===== src/rtl/ll_req_arbiter_pkg.sv =====
// Shared types for the linked-list request path: opcode/specifier enums,
// field widths and the arbiter state encoding.
package ll_req_arbiter_pkg;

  localparam int HEADPTR_ADDR_WIDTH = 4;
  localparam int NODENUM_WIDTH      = 8;
  localparam int DATA_WIDTH         = 8;

  typedef enum logic [2:0] {
    NOP          = 3'd0,
    INSERT       = 3'd1,
    DELETE       = 3'd2,
    READ         = 3'd3,
    UPDATE       = 3'd4,
    CONFIG_HDPTR = 3'd5
  } t_mainop_types;

  // Encodings 4..7 are left undefined; the decoder reports them as errors.
  typedef enum logic [2:0] {
    SPEC_NONE = 3'd0,
    AT_HEAD   = 3'd1,
    AT_TAIL   = 3'd2,
    AT_POS    = 3'd3
  } t_specifier_types;

  typedef enum logic [1:0] {
    IDLE  = 2'd0,
    ISSUE = 2'd1,
    BUSY  = 2'd2
  } t_ll_arb_st;

endpackage


===== src/rtl/ll_req_arbiter_rr_pick.sv =====
// Round-robin pick: first asserted request at or after the pointer,
// wrapping from NUM_REQ-1 back to 0. Purely combinational.
module ll_rr_pick
  import ll_req_arbiter_pkg::*;
#(
  parameter int NUM_REQ   = 4,
  parameter int REQ_IDX_W = $clog2(NUM_REQ)
) (
  input  logic [NUM_REQ-1:0]   i_req,
  input  logic [REQ_IDX_W-1:0] i_ptr,
  output logic                 o_found,
  output logic [REQ_IDX_W-1:0] o_idx
);

  int w_pos;

  always_comb begin
    o_found = 1'b0;
    o_idx   = '0;
    w_pos   = 0;
    for (int k = 0; k < NUM_REQ; k++) begin
      w_pos = int'(i_ptr) + k;
      if (w_pos >= NUM_REQ) w_pos = w_pos - NUM_REQ;
      if (!o_found && i_req[w_pos]) begin
        o_found = 1'b1;
        o_idx   = REQ_IDX_W'(w_pos);
      end
    end
  end

endmodule


===== src/rtl/ll_req_arbiter.sv =====
// Round-robin arbiter and request holder in front of ll_op_decode_unit.
// Define LL_ARB_WDOG_EN to abort requests that never complete (rq_err=1).
//
//   state | meaning
//   IDLE  | waiting for any rq_vld; captures the picked request
//   ISSUE | dec_req_vld high until the decoder and list manager accept
//   BUSY  | decoder working on held fields; waits for completion/error
module ll_req_arbiter
  import ll_req_arbiter_pkg::*;
#(
  parameter int NUM_REQ     = 4,
  parameter int REQ_IDX_W   = $clog2(NUM_REQ),
  parameter int WDOG_CYCLES = 1023
) (
  input  logic                          clk,
  input  logic                          reset_n,
  input  logic [NUM_REQ-1:0]            rq_vld,
  input  t_mainop_types                 rq_main_op [NUM_REQ],
  input  t_specifier_types              rq_spec    [NUM_REQ],
  input  logic [HEADPTR_ADDR_WIDTH-1:0] rq_ll_num  [NUM_REQ],
  input  logic [NODENUM_WIDTH-1:0]      rq_pos     [NUM_REQ],
  input  logic [DATA_WIDTH-1:0]         rq_data    [NUM_REQ],
  output logic [NUM_REQ-1:0]            rq_accept,
  output logic [NUM_REQ-1:0]            rq_done,
  output logic                          rq_err,
  output logic                          dec_req_vld,
  output t_mainop_types                 dec_main_op,
  output t_specifier_types              dec_spec,
  output logic [HEADPTR_ADDR_WIDTH-1:0] dec_ll_num,
  output logic [NODENUM_WIDTH-1:0]      dec_pos,
  output logic [DATA_WIDTH-1:0]         dec_data,
  input  logic                          dec_intf_ready,
  input  logic                          ll_mngr_fsm_idle,
  input  logic                          resp_gen_cmpltd,
  input  logic                          resp_gen_decode_err,
  output logic                          arb_busy,
  output logic [REQ_IDX_W-1:0]          arb_grant_idx
);

  if (NUM_REQ < 2 || NUM_REQ > 16) begin : g_chk_num_req
    $error("ll_req_arbiter: NUM_REQ must be in 2..16");
  end
  if (WDOG_CYCLES < 1) begin : g_chk_wdog
    $error("ll_req_arbiter: WDOG_CYCLES must be at least 1");
  end

  t_ll_arb_st                    r_state;
  logic [REQ_IDX_W-1:0]          r_rr_ptr;
  logic [REQ_IDX_W-1:0]          r_grant_idx;
  t_mainop_types                 r_main_op;
  t_specifier_types              r_spec;
  logic [HEADPTR_ADDR_WIDTH-1:0] r_ll_num;
  logic [NODENUM_WIDTH-1:0]      r_pos;
  logic [DATA_WIDTH-1:0]         r_data;
  logic [NUM_REQ-1:0]            r_accept;
  logic [NUM_REQ-1:0]            r_done;
  logic                          r_err;

  logic                          w_found;
  logic [REQ_IDX_W-1:0]          w_pick_idx;
  logic [REQ_IDX_W-1:0]          w_next_ptr;
  logic                          w_cmpl;
  logic                          w_wdog_exp;
  logic                          w_finish;
  logic                          w_finish_err;
  logic                          w_handoff;

  ll_rr_pick #(
    .NUM_REQ   (NUM_REQ),
    .REQ_IDX_W (REQ_IDX_W)
  ) u_pick (
    .i_req   (rq_vld),
    .i_ptr   (r_rr_ptr),
    .o_found (w_found),
    .o_idx   (w_pick_idx)
  );

  // Completion inputs only count in BUSY; a simultaneous error wins.
  assign w_cmpl       = (r_state == BUSY) && (resp_gen_cmpltd || resp_gen_decode_err);
  assign w_finish     = w_cmpl || w_wdog_exp;
  assign w_finish_err = w_cmpl ? resp_gen_decode_err : 1'b1;
  assign w_handoff    = dec_intf_ready && ll_mngr_fsm_idle;
  assign w_next_ptr   = (r_grant_idx == REQ_IDX_W'(NUM_REQ - 1)) ? '0
                                                                 : r_grant_idx + REQ_IDX_W'(1);

`ifdef LL_ARB_WDOG_EN
  localparam int WDOG_W = $clog2(WDOG_CYCLES + 1);

  logic [WDOG_W-1:0] r_wdog_cnt;
  logic [WDOG_W-1:0] w_wdog_nxt;

  // Expiry fires on the edge where the count reaches WDOG_CYCLES.
  assign w_wdog_nxt = r_wdog_cnt + WDOG_W'(1);
  assign w_wdog_exp = (r_state != IDLE) && (w_wdog_nxt == WDOG_W'(WDOG_CYCLES));

  always_ff @(posedge clk or negedge reset_n) begin
    if (!reset_n) begin
      r_wdog_cnt <= '0;
    end else if (r_state == IDLE) begin
      r_wdog_cnt <= '0;
    end else begin
      r_wdog_cnt <= w_wdog_nxt;
    end
  end
`else
  assign w_wdog_exp = 1'b0;
`endif

  always_ff @(posedge clk or negedge reset_n) begin
    if (!reset_n) begin
      r_state     <= IDLE;
      r_rr_ptr    <= '0;
      r_grant_idx <= '0;
      r_main_op   <= NOP;
      r_spec      <= SPEC_NONE;
      r_ll_num    <= '0;
      r_pos       <= '0;
      r_data      <= '0;
      r_accept    <= '0;
      r_done      <= '0;
      r_err       <= 1'b0;
    end else begin
      r_accept <= '0;
      r_done   <= '0;
      r_err    <= 1'b0;
      if (w_finish) begin
        r_done   <= NUM_REQ'(1) << r_grant_idx;
        r_err    <= w_finish_err;
        r_rr_ptr <= w_next_ptr;
        r_state  <= IDLE;
      end else begin
        case (r_state)
          IDLE: begin
            if (w_found) begin
              r_grant_idx <= w_pick_idx;
              r_main_op   <= rq_main_op[w_pick_idx];
              r_spec      <= rq_spec[w_pick_idx];
              r_ll_num    <= rq_ll_num[w_pick_idx];
              r_pos       <= rq_pos[w_pick_idx];
              r_data      <= rq_data[w_pick_idx];
              r_accept    <= NUM_REQ'(1) << w_pick_idx;
              r_state     <= ISSUE;
            end
          end
          ISSUE: begin
            if (w_handoff) r_state <= BUSY;
          end
          BUSY: begin
            r_state <= BUSY;
          end
          default: begin
            r_state <= IDLE;
          end
        endcase
      end
    end
  end

  assign rq_accept     = r_accept;
  assign rq_done       = r_done;
  assign rq_err        = r_err;
  assign dec_req_vld   = (r_state == ISSUE);
  assign arb_busy      = (r_state != IDLE);
  assign arb_grant_idx = r_grant_idx;
  assign dec_main_op   = r_main_op;
  assign dec_spec      = r_spec;
  assign dec_ll_num    = r_ll_num;
  assign dec_pos       = r_pos;
  assign dec_data      = r_data;

endmodule


===== config.mk =====
export PLATFORM = sky130hd
export DESIGN_NAME = ll_req_arbiter
export DESIGN_NICKNAME = d
export VERILOG_FILES = /design/src/rtl/ll_req_arbiter_pkg.sv /design/src/rtl/ll_req_arbiter_rr_pick.sv /design/src/rtl/ll_req_arbiter.sv
export SDC_FILE = /design/constraint.sdc
export NUM_CORES = 1
export LEC_CHECK = 0
export BUFFER_PORTS_ARGS = -buffer_cell sky130_fd_sc_hd__buf_4
export CORE_ASPECT_RATIO = 0.5
export CORE_MARGIN = 2
export CORE_UTILIZATION = 46
export DETAILED_ROUTE_END_ITERATION = 8
export GPL_TIMING_DRIVEN = 0
export PLACE_DENSITY = 0.82
export SLEW_MARGIN = 20
export SYNTH_ARGS = -nofsm -noshare
export SYNTH_HDL_FRONTEND = slang
export SYNTH_HIERARCHICAL = 1
export SYNTH_SLANG_ARGS = --single-unit

===== constraint.sdc =====
create_clock -name clk -period 3.22 [get_ports clk]
set_input_delay 0.161 -clock clk [delete_from_list [all_inputs] [get_ports clk]]
set_output_delay 0.161 -clock clk [all_outputs]
set_load 0.005 [all_outputs]

==> results of run 1 <==
[power breakdown]
group | total [uW] | switching, uW | internal [uW]
combinational | 1600 | 613 | 984
clock | 322 | 172 | 150
sequential | 890 | 136 | 754
total | 2810 | 921 | 1890
[critical path: stages (launching register included)]
cell,delay (ns)
dfrtp_1,0.40
inv_2,0.06
a221o_1,0.31
a21oi_1,0.34
buf_2,0.35
mux4_2,0.53
mux2_2,0.29
[flip-flops by register name, summed over array words and instances (netlist names)]
register and cells:
dec_main_op 3, dec_pos 8, rq_accept 4, rq_done 4
rq_err 1, r_state 2, dec_ll_num 4, arb_grant_idx 2
dec_spec 3, dec_data 8, r_rr_ptr 2
[placed cells by master, fill, tap and decap left out, types with 2 or more instances in the layout]
cell,netlist,final
a21oi_1,4,4
and2_1,5,5
buf_4,2,154
buf_6,2,2
clkbuf_1,3,4
clkbuf_8,0,5
clkinv_2,0,2
dfrtp_1,41,41
ha_1,8,8
inv_1,10,10
mux2_2,28,28
mux4_2,26,26
nand2_1,4,4
nand3_1,2,2
nor3b_1,2,2
o21ai_0,3,3
[logic make-up (layout without fill, tap and decap cells)]
family	count (synthesis)	count (layout)	synth area share, %
flip-flops	41	41	43.76
buffers and inverters	19	180	4.055
AO/OA/AOI/OAI	14	14	4.216
AND/OR/NAND/NOR	18	18	4.642
adder cells (fa/ha/maj)	8	8	4.269
multiplexers	55	55	39.06
[worst paths after layout]
| kind | start | cells past startpoint | slack (ns) | to |
|---|---|---|---|---|
| min | resp_gen_decode_err | 2 | 0.12 | rq_err |
| max | r_rr_ptr[0] | 6 | 0.83 | dec_spec[1] |
| max in group asynchronous | reset_n | 2 | 2.46 | rq_accept[0] |
| max reg2reg | r_rr_ptr[0] | 6 | 0.83 | dec_spec[1] |
| min in group asynchronous | reset_n | 2 | 0.40 | rq_done[1] |
| min reg2reg | dec_main_op[0] | 1 | 0.51 | dec_main_op[0] |
[per-stage QoR]
step                hold slack, ns  total power (uW)  utilization [%]  instance area, um^2  setup slack (ns)
floorplan                  -0.1346              1852                -                 2345             1.069
global placement            0.1635              2439            72.78                 3573            0.8843
detailed placement          0.1689              2514            72.78                 3573            0.8444
CTS                         0.1069              2843            74.67                 3666            0.8333
global route                0.1049              2994            74.67                 3666            0.7416
finish                      0.1165              2809            74.67                 3666            0.8272
[per-layer routing]
metal	wire length (um)	part of all wire (%)
met4	106	1.7
met2	3624	57
met3	302	4.7
met1	2371	37
met5	0	0
[layout make-up]
class | count | area (um^2) | share of cell area (%)
timing repair buffer | 153 | 1151 | 31.40
clock buffer | 6 | 72.57 | 1.980
buffer | 8 | 53.80 | 1.468
clock inverter | 2 | 10.01 | 0.2730
multi-input combinational | 95 | 1224 | 33.38
inverter | 11 | 41.29 | 1.126
sequential | 41 | 1026 | 27.99
tap | 70 | 87.58 | 2.389
==> reports/results.md, run 1 <==
## Clocking
* **Setup Buffers After CTS** 0
* **Max Root-Sink Buffers** 2
* **Inserted Clock Buffers** 5
* **H-tree lvl count** 2
* **number of sinks driven by the clock tree** 41
* **clock tree from TritonCTS** done
* **number of buffers inserted for hold repair after clock tree synthesis** 1
* **root buf cell** clkbuf_8
* **clock input transition at the sequential cells of the worst setup and hold paths** 0.08 ns
* **worst skew pair latency** 0.29 ns
* **CTS resizes** 0

## Drt
* **detailed router's first-iteration violation count** 71
* **Pre-antenna DRT Iters** 4
* **number of vias per cell after detailed routing** 5.244
* **total number of vias** 2024
* **count of nets left with antenna violations after detail routing** 0
* **post-DR wirelength/cell** 16.59 um
* **aggregate routed wire length** 6404 um
* **DRC violation count after routing** 0

## Finish
* **fraction of layout cells with a size suffix above 1** 70.25%
* **Layout fillers** 351
* **area growth from synthesis to layout** 56.35%
* **Inserted Diodes** 0
* **number of nets in the layout** 437
* **count of non-filler cells in the finished layout** 386

## GRT
* **antenna violations before repair** 0
* **GR met1 Demand/Resource** 24.43%
* **pin count of the biggest net entering global routing** 42
* **overall track demand over capacity in global routing** 20.93%
* **vias in the first global route** 1943
* **most used routing layer** met2
* **wire length of the first global-routing pass** 9114 um
* **met2 usage** 39.72%
* **met3 track demand over resource** 5.595%
* **Remaining Overflow, GRT** 0

## Floorplanning
* **number of rows created at floorplan** 18
* **Die Outline Area** 0.005719 mm^2
* **core area** 0.004910 mm^2
* **die width** 105.0 um
* **starting density of the core** 47.76%
* **Die H** 54.49 um
* **num ports** 153

## Timing
* **number of hold violations in the final report** 0
* **slew at the pin closest to its max-slew limit** 0.6007 ns
* **max_slew headroom** 59.96%
* **crit path time final** 2.393 ns
* **final setup violation count** 0
* **crit share post-route** 74.31%
* **total count of max-transition violations in the final report** 0
* **final clock skew** 0.007583 ns
* **max frequency** 417.9 MHz
* **total negative slack for setup checks** 0 ns
* **RSZ-0062 raised after global routing** no

## Worst setup path
* **Critical Path Start Type** register
* **required time at the worst-slack endpoint** 3.40 ns
* **maximum fanout encountered on the critical timing path** 10
* **capturing element type of the critical path** register
* **Critical Setup Path Class** register to register
* **arrival time worst endpoint** 2.57 ns

## Yosys
* **Post-synth top cells** 41 x dfrtp_1, 28 x mux2_2, 26 x mux4_2
* **share of the synthesized area in the top cell type** 43.76%
* **largest area contributor in the netlist** dfrtp_1
* **number of instances in the synthesized netlist** 155
* **count of flip-flops with a built-in enable after synthesis** 0
* **most frequently used cell type in the post-synthesis netlist** dfrtp_1
* **Seq/Total Area, Yosys** 43.76%
* **number of distinct standard cells referenced by the synthesized netlist** 29
* **post-synthesis async set-or-reset flop share** 100.0%
* **Top FF cell, synth** dfrtp_1
* **Syn Nets** 277
* **total of flip-flops plus latches after synthesis** 41
* **post-synthesis cell area** 0.002345 mm^2
* **top cells by area in the synthesized netlist** dfrtp_1 44%, mux4_2 25%, mux2_2 13%
* **number of synthesis warnings** 6
* **syn avg cell area** 15.13 um^2

## Placed design
* **number of buffers added on ports** 152
* **RD Place Congestion** 0.8054
* **estimated wirelength of the detail-placed design** 5143 um
* **total instance count after detailed placement** 377

## Power and ir drop
* **maximum vdd ir drop** 0.4084 mV
* **Power Density** 766.2 mW/mm^2
* **Static Leakage** 0.001771 uW

## Outcome
* **outcome** completed

## Run
* **Max Cap Viol** 0

## Hold path
* **worst hold path class** input pin to register

Note: power is estimated with default switching activity, not from simulation.
==> inputs of run 2 (changes only) <==
--- a/config.mk
+++ b/config.mk
@@ -8,10 +8,10 @@
 export BUFFER_PORTS_ARGS = -buffer_cell sky130_fd_sc_hd__buf_4
 export CORE_ASPECT_RATIO = 0.5
 export CORE_MARGIN = 2
-export CORE_UTILIZATION = 46
+export CORE_UTILIZATION = 42
 export DETAILED_ROUTE_END_ITERATION = 8
 export GPL_TIMING_DRIVEN = 0
-export PLACE_DENSITY = 0.82
+export PLACE_DENSITY = 0.76
 export SLEW_MARGIN = 20
 export SYNTH_ARGS = -nofsm -noshare
 export SYNTH_HDL_FRONTEND = slang
==> constraint.sdc (replaced) <==
create_clock -name clk -period 2.45 [get_ports clk]
set_input_delay 0.1225 -clock clk [delete_from_list [all_inputs] [get_ports clk]]
set_output_delay 0.1225 -clock clk [all_outputs]
set_load 0.005 [all_outputs]
==> reports/results.md, run 2 (synthesis gave the netlist of run 1 again) <==
## Outcome
* **outcome** completed

## Finish
* **area growth from synthesis to layout** 56.24%, about the same
* **most frequent cells in the layout** 154 x buf_4, 41 x dfrtp_1, 28 x mux2_2
* **number of nets in the layout** 437, unchanged
* **Finished Core Util** 67.29%, -7.4 points
* **Non-Filler Cell Area, Final** 0.003664 mm^2, about the same
* **Inserted Diodes** 0, unchanged
* **leading cell type in the layout, fill and taps excluded** buf_4
* **fraction of layout cells with a size suffix above 1** 70.38%, +0.13 points

## Timing
* **total count of max-transition violations in the final report** 0, unchanged
* **crit share post-route** 94.87%, +21 points
* **RSZ-0062 raised after global routing** no
* **max frequency** 430.2 MHz, +2.9%
* **max_slew headroom** 60.11%, +0.15 points
* **crit path time final** 2.324 ns, -0.06856 ns
* **total negative slack for setup checks** 0 ns, unchanged
* **final setup violation count** 0, unchanged
* **final clock skew** 0.005764 ns, -0.001820 ns
* **slew at the pin closest to its max-slew limit** 0.5983 ns, -0.002302 ns
* **number of hold violations in the final report** 0, unchanged

## Floorplanning
* **num ports** 153, unchanged
* **number of rows created at floorplan** 19, +1
* **Die Outline Area** 0.006233 mm^2, +9.0%
* **Die H** 56.84 um, +4.3%
* **die width** 109.7 um, +4.5%
* **core area** 0.005444 mm^2, +11%
* **starting density of the core** 43.07%, -4.7 points

## Run
* **Max Cap Viol** 0, unchanged

## Drt
* **top layer in use** met4
* **count of nets left with antenna violations after detail routing** 0, unchanged
* **number of vias per cell after detailed routing** 5.008, -4.5%
* **aggregate routed wire length** 5990 um, -6.5%
* **met1 wire length** 2246 um, -5.3%
* **Pre-antenna DRT Iters** 4, unchanged
* **Detail Route met2 WL** 3388 um, -6.5%
* **DRC violation count after routing** 0, unchanged
* **post-DR wirelength/cell** 15.48 um, -6.7%
* **WL met3** 282 um, -6.6%
* **total number of vias** 1938, -4.2%
* **detailed router's first-iteration violation count** 70, -1.4%

## GRT
* **antenna violations before repair** 0, unchanged
* **vias in the first global route** 2004, +3.1%
* **wire length of the first global-routing pass** 9294 um, +2.0%
* **Remaining Overflow, GRT** 0, unchanged
* **pin count of the biggest net entering global routing** 42, unchanged
* **overall track demand over capacity in global routing** 19.90%, -1.0 points

## Worst setup path
* **required time at the worst-slack endpoint** 2.63 ns, -0.77 ns
* **maximum fanout encountered on the critical timing path** 10, unchanged
* **arrival time worst endpoint** 2.50 ns, -0.07 ns
* **capturing element type of the critical path** register
* **Critical Path Start Type** register
* **depth of the worst register-to-register path** 6, unchanged
* **delay of the slowest cell on the worst path** 0.53 ns, about the same
* **crit path max-delay cell type** mux4_2
* **Critical Setup Path Class** register to register
* **sequence of cells on the critical path** inv_2, a221o_1, a21oi_1, buf_4, mux4_2, mux2_2

## Power and ir drop
* **Internal Dissipation** 2476 uW, +31%
* **maximum vdd ir drop** 0.5464 mV, +34%
* **reported net switching power** 1172 uW, +27%
* **sequential cell fraction of total power** 32.0%, +0.3 points
* **switching fraction of total power** 32.13%, -0.65 points
* **part of the power in the clock network** 11.0%, -0.5 points
* **Power Density** 995.7 mW/mm^2, +30%
* **power share of the combinational group** 57.0%, +0.2 points
* **Static Leakage** 0.001766 uW, -0.27%

## Clocking
* **Max Root-Sink Buffers** 2, unchanged
* **number of sinks driven by the clock tree** 41, unchanged
* **Inserted Clock Buffers** 5, unchanged
* **root buf cell** clkbuf_8
* **clock tree from TritonCTS** done
* **worst skew pair latency** 0.29 ns, about the same
* **H-tree lvl count** 2, unchanged
* **Setup Buffers After CTS** 0, unchanged
* **clock input transition at the sequential cells of the worst setup and hold paths** 0.07 ns, about the same

## Hold path
* **worst hold path class** input pin to register
* **Worst Hold Path Cells** 2, unchanged

## Placed design
* **number of buffers added on ports** 152, unchanged
* **DP Area** 0.003577 mm^2, +0.10%
* **RD Place Congestion** 0.7542, -6.4%
* **estimated wirelength of the detail-placed design** 4957 um, -3.6%

## run 2: power groups by stage
stage / logic, uW / clock network (uW) / registers, uW
after floorplan: 1250 / 0 / 1180
after global placement: 2050 / 0 / 1160
after detailed placement: 2110 / 0 / 1180
after CTS: 2110 / 413 / 1170
after global routing: 2250 / 446 / 1210
final: 2080 / 401 / 1170
## run 2: worst max-delay path: cells and delay by family (launching register included)
kind	cells	cell delay, ns
multiplexers	2	0.81
AO/OA/AOI/OAI	2	0.64
flip-flops	1	0.40
buffers and inverters	2	0.36
## run 2: metal layers
layer  track usage, %  vias up
met3            4.297        9
met1            23.68      966
met4            5.967        0
met2            36.07       54
li1                 -      909
met5                0        -
## run 2: path summary, 6_finish.rpt
path	from	endpoint	slack [ns]
max in group asynchronous	reset_n	dec_spec[1]	1.76
min	resp_gen_decode_err	rq_err	0.08
min reg2reg	dec_data[6]	dec_data[6]	0.51
max	r_rr_ptr[0]	dec_ll_num[0]	0.13
max reg2reg	r_rr_ptr[0]	dec_ll_num[0]	0.13
min in group asynchronous	reset_n	rq_done[1]	0.34
## run 2: stage by stage
step	std cells	setup slack, ns	hold slack, ns	power, uW
after floorplan	155	0.2988	-0.1731	2434
after global placement	380	0.1074	0.1310	3217
after global routing	387	0.01406	0.07793	3906
after detailed placement	380	0.09976	0.1363	3292
final	387	0.1257	0.07720	3648
after CTS	387	0.07188	0.07371	3700
## run 2: layout make-up
class	count	area, um^2
inverter	11	41.29
timing repair buffer	153	1151
sequential	41	1026
buffer	8	56.30
tap	73	91.34
fill	413	1780
clock inverter	1	5.005
clock buffer	5	68.82
multi-input combinational	95	1224
## run 2: repair_timing
action	CTS	global route
hold buffers	1	0
setup endpoints to repair	0	5
hold endpoints to repair	41	0
resized for setup	0	1
==> inputs of run 3 (changes only) <==
--- a/config.mk
+++ b/config.mk
@@ -8,10 +8,11 @@
 export BUFFER_PORTS_ARGS = -buffer_cell sky130_fd_sc_hd__buf_4
 export CORE_ASPECT_RATIO = 0.5
 export CORE_MARGIN = 2
-export CORE_UTILIZATION = 42
+export CORE_UTILIZATION = 44
+export CTS_BUF_LIST = sky130_fd_sc_hd__clkbuf_4
 export DETAILED_ROUTE_END_ITERATION = 8
 export GPL_TIMING_DRIVEN = 0
-export PLACE_DENSITY = 0.76
+export PLACE_DENSITY = 0.79
 export SLEW_MARGIN = 20
 export SYNTH_ARGS = -nofsm -noshare
 export SYNTH_HDL_FRONTEND = slang
==> reports/results.md, run 3 (synthesis gave the netlist of run 1 again) <==
## Power and ir drop
* **power share of the combinational group** 58.1%, +1.1 points
* **Power Density** 987.3 mW/mm^2, -0.85%
* **maximum vdd ir drop** 0.4836 mV, -12%
* **part of the power in the clock network** 9.5%, -1.5 points
* **Static Leakage** 0.001768 uW, about the same
* **reported net switching power** 1214 uW, +3.6%
* **sequential cell fraction of total power** 32.3%, +0.3 points
* **switching fraction of total power** 33.64%, +1.5 points
* **Internal Dissipation** 2394 uW, -3.3%

## Timing
* **number of hold violations in the final report** 0, unchanged
* **worst hold slack** 0.1515 ns, +0.07430 ns
* **total count of max-transition violations in the final report** 0, unchanged
* **max frequency** 451.0 MHz, +4.8%
* **max_slew headroom** 61.75%, +1.6 points
* **crit path time final** 2.217 ns, -0.1072 ns
* **total negative slack for setup checks** 0 ns, unchanged
* **crit share post-route** 90.49%, -4.4 points
* **slew at the pin closest to its max-slew limit** 0.5719 ns, -0.02647 ns
* **final setup violation count** 0, unchanged
* **RSZ-0062 raised after global routing** no
* **final clock skew** 0.01170 ns, +0.005935 ns

## Drt
* **detailed router's first-iteration violation count** 53, -24%
* **total number of vias** 1980, +2.2%
* **DRC violation count after routing** 0, unchanged
* **number of vias per cell after detailed routing** 5.116, +2.2%
* **count of nets left with antenna violations after detail routing** 0, unchanged
* **aggregate routed wire length** 6343 um, +5.9%
* **Pre-antenna DRT Iters** 4, unchanged
* **post-DR wirelength/cell** 16.39 um, +5.9%

## Placed design
* **estimated wirelength of the detail-placed design** 5239 um, +5.7%
* **number of buffers added on ports** 152, unchanged
* **RD Place Congestion** 0.8099, +7.4%

## Floorplanning
* **core area** 0.005022 mm^2, -7.7%
* **die width** 107.2 um, -2.2%
* **Die H** 55.62 um, -2.1%
* **number of rows created at floorplan** 18, -1
* **Die Outline Area** 0.005964 mm^2, -4.3%
* **starting density of the core** 46.69%, +3.6 points
* **num ports** 153, unchanged

## Finish
* **leading cell type in the layout, fill and taps excluded** buf_4
* **fraction of layout cells with a size suffix above 1** 71.29%, +0.91 points
* **Layout fillers** 360, -13%
* **number of nets in the layout** 438, +0.23%
* **sequential cell area** 0.001026 mm^2, unchanged
* **area growth from synthesis to layout** 55.87%
* **Inserted Diodes** 0, unchanged
* **most frequent cells in the layout** 154 x buf_4, 41 x dfrtp_1, 28 x mux2_2
* **multi-input combinational cell area** 0.001227 mm^2, +0.31%

## Run
* **Max Cap Viol** 0, unchanged

## Worst setup path
* **capturing element type of the critical path** register
* **required time at the worst-slack endpoint** 2.70 ns, +0.07 ns
* **arrival time worst endpoint** 2.46 ns, -0.04 ns
* **Critical Path Start Type** register
* **maximum fanout encountered on the critical timing path** 10, unchanged
* **Critical Setup Path Class** register to register

## GRT
* **wire length of the first global-routing pass** 10490 um, +13%
* **overall track demand over capacity in global routing** 23.03%, +3.1 points
* **pin count of the biggest net entering global routing** 42, unchanged
* **antenna violations before repair** 0, unchanged
* **vias in the first global route** 2225, +11%
* **Remaining Overflow, GRT** 0, unchanged

## Hold path
* **worst hold path class** input pin to register

## Clocking
* **Inserted Clock Buffers** 5, unchanged
* **number of sinks driven by the clock tree** 41, unchanged
* **clock tree from TritonCTS** done
* **clock input transition at the sequential cells of the worst setup and hold paths** 0.13 ns, +0.06 ns
* **Setup Buffers After CTS** 0, unchanged
* **root buf cell** clkbuf_4
* **worst skew pair latency** 0.36 ns, +0.07 ns
* **H-tree lvl count** 2, unchanged
* **Max Root-Sink Buffers** 2, unchanged

## Outcome
* **outcome** completed

[run 3: cell count changes in the layout (fill, tap and decap cells not counted)]
cell / previous run / this run
clkbuf_1: 3 / 1
clkbuf_4: 1 / 5
a21oi_2: 0 / 1
a21oi_1: 4 / 3
buf_2: 0 / 1
clkbuf_8: 5 / 0
dlygate4sd3_1: 1 / 2
clkinvlp_4: 0 / 1
clkinv_2: 1 / 2
clkbuf_2: 0 / 2
[run 3: metrics by stage]
step,utilization (%),power (uW),cells,area [um^2],worst slack (ns)
floorplan,-,2434,155,2345,0.2988
global placement,71.15,3213,377,3573,0.09984
detailed placement,71.15,3302,377,3573,0.09863
CTS,72.65,3651,387,3649,0.08092
global route,72.77,3886,387,3655,0.09696
finish,72.77,3608,387,3655,0.2329
[run 3: what timing repair did]
action / in CTS / in global routing
endpoints found under the setup margin: 0 / 24
hold endpoints to repair: 42 / 0
hold buffers: 2 / 0
gates resized for setup: 0 / 5
[run 3: routing by layer]
layer	vias up	track usage [%]	share of wire [%]
met2	59	44.03	58
met4	0	7.607	1.3
met5	-	0	0
li1	915	-	-
met3	8	4.333	3.8
met1	998	25.86	37
[run 3: final timing paths]
| kind | startpoint | endpoint | depth (start not counted) | slack (ns) |
|---|---|---|---|---|
| setup / recovery | r_rr_ptr[0] | dec_pos[3] | 6 | 0.23 |
| hold / removal | resp_gen_cmpltd | r_state[1] | 3 | 0.15 |
| setup reg to reg | r_rr_ptr[0] | dec_pos[3] | 6 | 0.23 |
| hold reg to reg | dec_data[6] | dec_data[6] | 1 | 0.52 |
| max in group asynchronous | reset_n | rq_accept[3] | 2 | 1.81 |
| min in group asynchronous | reset_n | dec_main_op[0] | 2 | 0.28 |
[run 3: layout make-up]
type | count | area share (%)
Buffer | 8 | 1.541
Inverter | 11 | 1.130
Clock buffer | 5 | 1.027
Timing Repair Buffer | 154 | 31.77
Clock inverter | 3 | 0.4793
Sequential cell | 41 | 28.07
Multi-Input combinational cell | 95 | 33.58
Tap cell | 70 | 2.396
[run 3: critical path, stage by stage, from the launching register on]
cell     delay, ns
dfrtp_1       0.41
inv_2         0.05
a221o_1       0.32
a21oi_2       0.24
buf_4         0.28
mux4_2        0.54
mux2_2        0.28
[run 3: power by group through the flow]
stage                     clock network (uW)  registers (uW)  logic (uW)
after floorplan                            0            1180        1250
after global placement                     0            1170        2050
after detailed placement                   0            1180        2120
after CTS                                357            1170        2120
after global routing                     384            1210        2290
final                                    344            1170        2100
